File: src/rtl/reg_alu_datapath_pkg.sv
// datapath_pkg: constants shared by the 8-bit register/ALU datapath.
//   DATA_W   - data path width (8)
//   ADDR_W   - register address width (3)
//   REG_N    - number of registers (8)
//   ALU_*    - ALUOP encodings; 3'b100..3'b111 are reserved and produce zero.
package datapath_pkg;
  localparam int DATA_W = 8;
  localparam int ADDR_W = 3;
  localparam int REG_N  = 1 << ADDR_W;

  localparam logic [2:0] ALU_FWD = 3'b000;
  localparam logic [2:0] ALU_ADD = 3'b001;
  localparam logic [2:0] ALU_AND = 3'b010;
  localparam logic [2:0] ALU_OR  = 3'b011;
endpackage

File: src/rtl/reg_alu_datapath_if.sv
// reg_alu_datapath_if: control/data bundle between the CPU control/decode
// logic (master) and the execution datapath (slave).
//   WRITEENABLE, WRITEREG          - write-back control
//   READREG1, READREG2             - source register addresses
//   IMMEDIATE, ALUOP               - immediate operand, ALU function
//   signSelect, immSelect          - negation and operand-2 mux selects
//   REGOUT1, REGOUT2, ALURESULT    - combinational datapath outputs
interface reg_alu_datapath_if;
  import datapath_pkg::*;

  logic              WRITEENABLE;
  logic [ADDR_W-1:0] WRITEREG;
  logic [ADDR_W-1:0] READREG1;
  logic [ADDR_W-1:0] READREG2;
  logic [DATA_W-1:0] IMMEDIATE;
  logic [2:0]        ALUOP;
  logic              signSelect;
  logic              immSelect;
  logic [DATA_W-1:0] REGOUT1;
  logic [DATA_W-1:0] REGOUT2;
  logic [DATA_W-1:0] ALURESULT;

  modport master (
    output WRITEENABLE, WRITEREG, READREG1, READREG2, IMMEDIATE, ALUOP,
           signSelect, immSelect,
    input  REGOUT1, REGOUT2, ALURESULT
  );

  modport slave (
    input  WRITEENABLE, WRITEREG, READREG1, READREG2, IMMEDIATE, ALUOP,
           signSelect, immSelect,
    output REGOUT1, REGOUT2, ALURESULT
  );
endinterface

File: src/rtl/reg_alu_datapath_regbank_8x8.sv
// regbank_8x8: 8 x 8-bit register storage.
//   CLK, RESET      - clock; synchronous active-high clear of all registers
//   we/waddr/wdata  - synchronous write port (reset has priority)
//   raddr1/rdata1   - asynchronous read port 1
//   raddr2/rdata2   - asynchronous read port 2
// Optional macro DATAPATH_SIM_DELAY_EN adds simulation-only delays
// (read #2, write #1 after the edge); cycle behaviour is unchanged.
module regbank_8x8
  import datapath_pkg::*;
(
  input  logic              CLK,
  input  logic              RESET,
  input  logic              we,
  input  logic [ADDR_W-1:0] waddr,
  input  logic [DATA_W-1:0] wdata,
  input  logic [ADDR_W-1:0] raddr1,
  input  logic [ADDR_W-1:0] raddr2,
  output logic [DATA_W-1:0] rdata1,
  output logic [DATA_W-1:0] rdata2
);

  logic [DATA_W-1:0] regs [REG_N];

  always_ff @(posedge CLK) begin
    if (RESET) begin
      for (int i = 0; i < REG_N; i++) regs[i] <= '0;
    end else if (we) begin
`ifdef DATAPATH_SIM_DELAY_EN
      regs[waddr] <= #1 wdata;
`else
      regs[waddr] <= wdata;
`endif
    end
  end

`ifdef DATAPATH_SIM_DELAY_EN
  assign #2 rdata1 = regs[raddr1];
  assign #2 rdata2 = regs[raddr2];
`else
  assign rdata1 = regs[raddr1];
  assign rdata2 = regs[raddr2];
`endif

endmodule

File: src/rtl/reg_alu_datapath.sv
// reg_alu_datapath: 8-bit execution datapath (register file, negation,
// operand muxes, 4-function ALU with write-back).
//   CLK    - clock, all state changes on the rising edge
//   RESET  - synchronous active-high; clears all registers, overrides writes
//   bus    - reg_alu_datapath_if.slave: selects/opcode/enable in,
//            REGOUT1/REGOUT2/ALURESULT out (purely combinational)
// Optional macro DATAPATH_SIM_DELAY_EN adds simulation-only delays
// (negation #1, FORWARD #1, ADD/AND/OR #2); zero-delay otherwise.
module reg_alu_datapath
  import datapath_pkg::*;
(
  input  logic                  CLK,
  input  logic                  RESET,
  reg_alu_datapath_if.slave     bus
);

  logic [DATA_W-1:0]        regout1;
  logic [DATA_W-1:0]        regout2;
  logic signed [DATA_W-1:0] neg_val;
  logic [DATA_W-1:0]        reg_path;
  logic [DATA_W-1:0]        operand2;
  logic [DATA_W-1:0]        res_fwd;
  logic [DATA_W-1:0]        res_add;
  logic [DATA_W-1:0]        res_and;
  logic [DATA_W-1:0]        res_or;
  logic [DATA_W-1:0]        alu_result;

  regbank_8x8 u_regbank (
    .CLK    (CLK),
    .RESET  (RESET),
    .we     (bus.WRITEENABLE),
    .waddr  (bus.WRITEREG),
    .wdata  (alu_result),
    .raddr1 (bus.READREG1),
    .raddr2 (bus.READREG2),
    .rdata1 (regout1),
    .rdata2 (regout2)
  );

  // Two's-complement negation wraps mod 256, so -0x80 stays 0x80.
`ifdef DATAPATH_SIM_DELAY_EN
  assign #1 neg_val = -$signed(regout2);
`else
  assign neg_val = -$signed(regout2);
`endif

  assign reg_path = bus.signSelect ? $unsigned(neg_val) : regout2;
  assign operand2 = bus.immSelect ? bus.IMMEDIATE : reg_path;

`ifdef DATAPATH_SIM_DELAY_EN
  assign #1 res_fwd = operand2;
  assign #2 res_add = regout1 + operand2;
  assign #2 res_and = regout1 & operand2;
  assign #2 res_or  = regout1 | operand2;
`else
  assign res_fwd = operand2;
  assign res_add = regout1 + operand2;
  assign res_and = regout1 & operand2;
  assign res_or  = regout1 | operand2;
`endif

  always_comb begin
    alu_result = '0;
    case (bus.ALUOP)
      ALU_FWD: alu_result = res_fwd;
      ALU_ADD: alu_result = res_add;
      ALU_AND: alu_result = res_and;
      ALU_OR:  alu_result = res_or;
      default: alu_result = '0;
    endcase
  end

  assign bus.REGOUT1   = regout1;
  assign bus.REGOUT2   = regout2;
  assign bus.ALURESULT = alu_result;

endmodule

File: src/flat_wrapper.sv
// flat-port wrapper written by rule: the top's interface ports become plain ports
module reg_alu_datapath_flat import datapath_pkg::*;
  (CLK, RESET, bus_WRITEENABLE, bus_WRITEREG, bus_READREG1, bus_READREG2, bus_IMMEDIATE, bus_ALUOP, bus_signSelect, bus_immSelect, bus_REGOUT1, bus_REGOUT2, bus_ALURESULT);
  reg_alu_datapath_if bus_i ();
  input  logic CLK;
  input  logic RESET;
  input wire logic [$bits(bus_i.WRITEENABLE)-1:0] bus_WRITEENABLE;
  input wire logic [$bits(bus_i.WRITEREG)-1:0] bus_WRITEREG;
  input wire logic [$bits(bus_i.READREG1)-1:0] bus_READREG1;
  input wire logic [$bits(bus_i.READREG2)-1:0] bus_READREG2;
  input wire logic [$bits(bus_i.IMMEDIATE)-1:0] bus_IMMEDIATE;
  input wire logic [$bits(bus_i.ALUOP)-1:0] bus_ALUOP;
  input wire logic [$bits(bus_i.signSelect)-1:0] bus_signSelect;
  input wire logic [$bits(bus_i.immSelect)-1:0] bus_immSelect;
  output wire logic [$bits(bus_i.REGOUT1)-1:0] bus_REGOUT1;
  output wire logic [$bits(bus_i.REGOUT2)-1:0] bus_REGOUT2;
  output wire logic [$bits(bus_i.ALURESULT)-1:0] bus_ALURESULT;
  assign bus_i.WRITEENABLE = bus_WRITEENABLE;
  assign bus_i.WRITEREG = bus_WRITEREG;
  assign bus_i.READREG1 = bus_READREG1;
  assign bus_i.READREG2 = bus_READREG2;
  assign bus_i.IMMEDIATE = bus_IMMEDIATE;
  assign bus_i.ALUOP = bus_ALUOP;
  assign bus_i.signSelect = bus_signSelect;
  assign bus_i.immSelect = bus_immSelect;
  assign bus_REGOUT1 = bus_i.REGOUT1;
  assign bus_REGOUT2 = bus_i.REGOUT2;
  assign bus_ALURESULT = bus_i.ALURESULT;
  reg_alu_datapath u_core (.CLK(CLK), .RESET(RESET), .bus(bus_i));
endmodule
File: config.mk
export PLATFORM = sky130hd
export DESIGN_NAME = reg_alu_datapath_flat
export DESIGN_NICKNAME = d
export VERILOG_FILES = /design/src/rtl/reg_alu_datapath_pkg.sv /design/src/rtl/reg_alu_datapath_if.sv /design/src/rtl/reg_alu_datapath_regbank_8x8.sv /design/src/rtl/reg_alu_datapath.sv /design/src/flat_wrapper.sv
export SDC_FILE = /design/constraint.sdc
export NUM_CORES = 1
export LEC_CHECK = 0
export ABC_AREA = 0
export CAP_MARGIN = 25
export CELL_PAD_IN_SITES_DETAIL_PLACEMENT = 1
export CELL_PAD_IN_SITES_GLOBAL_PLACEMENT = 2
export CORE_UTILIZATION = 41
export DETAILED_ROUTE_END_ITERATION = 10
export PLACE_DENSITY = 0.95
export SLEW_MARGIN = 0
export SYNTH_ARGS = -nofsm -noshare
export SYNTH_HDL_FRONTEND = slang
export SYNTH_SLANG_ARGS = --single-unit
File: constraint.sdc
create_clock -name CLK -period 11.85 [get_ports CLK]
set_input_delay 2.37 -clock CLK [delete_from_list [all_inputs] [get_ports CLK]]
set_output_delay 2.37 -clock CLK [all_outputs]
set_load 0.01 [all_outputs]
==> results.ini <==
[detailed_routing]
dr_wl_met2_mm = 6.42
dr.pass1.iters = 4
viasPerCell = 5.88
wl_per_cell_um = 21.1
drc_errors = 0
dr_wl_met3_um = 582
drtIter0Drc = 170
vias = 3513
antenna_left = 0
routed.top_layer = met4
wl_met1_mm = 5.37
drt_wl_total_mm = 12.6

[worst_setup_path]
cp.depth = 18
crit_type = input pin to primary output
worstRegToRegCells = 16
critical_path_arrival_ps = 7510
critical_path.cell_chain = clkdlybuf4s50_1 -> mux4_2 -> mux2_2 -> inv_1 -> ha_1 -> mux2i_1 -> o21ai_0 -> inv_1 -> ha_1 -> a21o_1 -> a211oi_1 -> o21bai_1 -> xor2_1 -> o211ai_1 -> o21ai_0 -> a22oi_2 -> inv_1 -> clkdlybuf4s50_1
cp_num_buf_inv = 5
cp-start-kind = input pin
crit_slowest_cell = clkdlybuf4s50_1
crit_top_cell = inv_1
cp_slowest_stage_delay_ps = 1000
required_ps = 9480
crit_fanout = 18
critPathTopFamily = compound AO/OA/AOI/OAI gates
end_kind = primary output

[floorplan]
start_util_pct = 42.3
coreArea_mm2 = 0.0109
ioPinCount = 49
row_count = 38
die-area_mm2 = 0.0117
die_h_um = 108
die_x_um = 108

[synthesis]
ys_ff_latch = 64
syn-num-nets = 460
synth_edf_count = 64
synth_cell_types = 55
synth_area_leaders = edfxtp_1 (42%), mux4_2 (15%), nor2_1 (6.0%), ha_1 (4.6%), mux2i_1 (3.7%)
syn_avg_cell_area_um2 = 11.0
ys_seq_area_share_pct = 41.8
synth_largest_area_cell = edfxtp_1
netlist_area_mm2 = 0.00460
synth_top_area_share_pct = 41.8
ys.flop_type = edfxtp_1
synthArstFlopShare_pct = 0
synthTopCellsByCount = nor2_1 (74), edfxtp_1 (64), inv_1 (32)
synth.most_common_cell = nor2_1
syn-instance-count = 417
yosys_warnings = 0

[power_and_ir_drop]
p_int_mw = 0.409
powerDensity_mw_per_mm2 = 111
switching_share_pct = 30.4
ir_drop_uv = 60.5
p_switching_mw = 0.179
seqPwrFrac_pct = 45.6
comb_power_share_pct = 28.8
clockPowerShare_pct = 25.6
leakagePower_nw = 2.02

[cells_and_area]
synthToLayoutAreaGrowth_pct = 15.6
top_register = u_core.u_regbank.regs
largest_register_ffs = 64
drive_gt1_share_pct = 13.3
fin_nets = 496
diodes = 0
reg_top3 = u_core.u_regbank.regs x64

[global_routing]
grt_pass1_vias = 3678
grt_max_degree = 40
antenna_found_initial = 0
gr-total-overflow = 0
grt_pass1_wl_mm = 19.9
grt_usage_pct = 22.9

[run_status]
status = complete, no violations

[place]
dpl.hpwl_mm = 10.1
io_buffer_count = 48
finalWeightedCongestion = 0.869

[clock_tree]
postCtsHoldBufs = 0
cts_tree = yes
cts_buffers = 9
cts_buffer_depth = 2
cts.sinks = 64
clk_pin_slew_ps = 70
cts_setup_buffers = 0
cts_resized = 0
htree_levels = 3
cts_root_buffer = clkbuf_8
clkLatencyLatePin_ps = 350

[sta]
fin_skew_ps = 9.56
fmax_mhz = 101
setup_viol = 0
min_period_ps = 9880
tns_ps = 0
grt_setup_unrepaired = false
final_max_slew_viol_count = 0
fin_hold_ws_ps = 1440
finalCritPeriodShare_pct = 83.4
hold_viol_final = 0
tightestPinTransition_ps = 854
slew_headroom_pct = 43.1

[min_path]
min_path_cells = 5
hold_class = register to register

[job]
maxCapViolations = 0

-- final cells by class --
| type | count | area, um^2 |
|---|---|---|
| clock buffer | 9 | 124 |
| inverter | 33 | 125 |
| fill | 1207 | 5570 |
| sequential | 64 | 1920 |
| clock inverter | 6 | 27.5 |
| timing repair buffer | 51 | 523 |
| multi-input combinational | 294 | 2420 |
| tap | 140 | 175 |
-- metal layers --
metal / vias up / global-route usage, %
met5: - / 0
met4: 0 / 8.22
li1: 1600 / -
met2: 111 / 39.8
met1: 1780 / 29.0
met3: 22 / 3.50
-- placed cells by master (no fill, tap or decap), types with 2 or more instances in the layout --
cell type,netlist,final
o311a_1,2,2
inv_1,32,32
a31oi_1,2,2
o22a_1,2,2
xnor2_1,6,6
buf_4,4,2
o211ai_1,4,4
clkinv_2,1,5
nand2_1,24,24
mux4_2,30,30
a211o_1,2,2
clkdlybuf4s50_1,0,48
or3_1,2,2
nor3_1,21,21
mux2i_1,17,17
edfxtp_1,64,64
mux4_1,2,2
xor2_1,3,3
ha_1,17,17
a21oi_1,3,3
nor3b_1,6,6
clkinv_1,0,2
nand3_1,10,10
clkbuf_8,0,9
nor2b_1,7,7
nor2_1,74,74
mux2_2,7,7
nor4_1,2,2
o21ai_0,11,11
nand2b_1,14,14
a211oi_1,3,3
-- cells by family (layout without fill, tap and decap cells) --
group,Yosys count,count (layout),synth area share [%]
AOI/OAI and AO/OA,45,45,7.58
DFF,64,64,41.8
xor gates and xnor gates,9,9,1.71
muxes,57,57,21.6
adders and majority gates,18,18,5.06
and+or+nand+nor,165,165,16.7
buffers and inverters,59,99,5.60
-- metrics by stage --
stage / power [mW] / utilization, % / setup WS, ps / instance area [um^2] / cells
6_report: 0.588 / 48.9 / 1970 / 5320 / 597
5_1_grt: 0.616 / 48.9 / 1510 / 5320 / 597
4_1_cts: 0.591 / 48.6 / 1970 / 5290 / 596
3_5_place_dp: 0.442 / 47.2 / 2000 / 5140 / 581
3_3_place_gp: 0.434 / 47.2 / 2160 / 5140 / 581
2_1_floorplan: 0.382 / - / 3580 / 4600 / 417
-- worst min-delay path, cell delays in order, from the launching register on --
cell      delay (ps)
edfxtp_1         340
mux4_2           230
mux2_2           180
xor2_1            80
o221a_2          380
nor2_1           120
-- final timing paths --
check,from,end,slack (ps)
max reg2reg,u_core.u_regbank.regs[2][1],u_core.u_regbank.regs[0][5],7570
min,u_core.u_regbank.regs[5][7],u_core.u_regbank.regs[5][7],1440
max,bus_READREG2[0],bus_ALURESULT[5],1970
min reg2reg,u_core.u_regbank.regs[5][7],u_core.u_regbank.regs[5][7],1440
-- power groups by stage --
stage                     Clock [mW]  Sequential, mW  Combinational [mW]
after floorplan                    0           0.267               0.115
after CTS                      0.153           0.268               0.170
after global placement             0           0.271               0.163
final                          0.151           0.268               0.169
after detailed placement           0           0.273               0.169
after global routing           0.161           0.269               0.186
(Power assumes the default switching activity.)
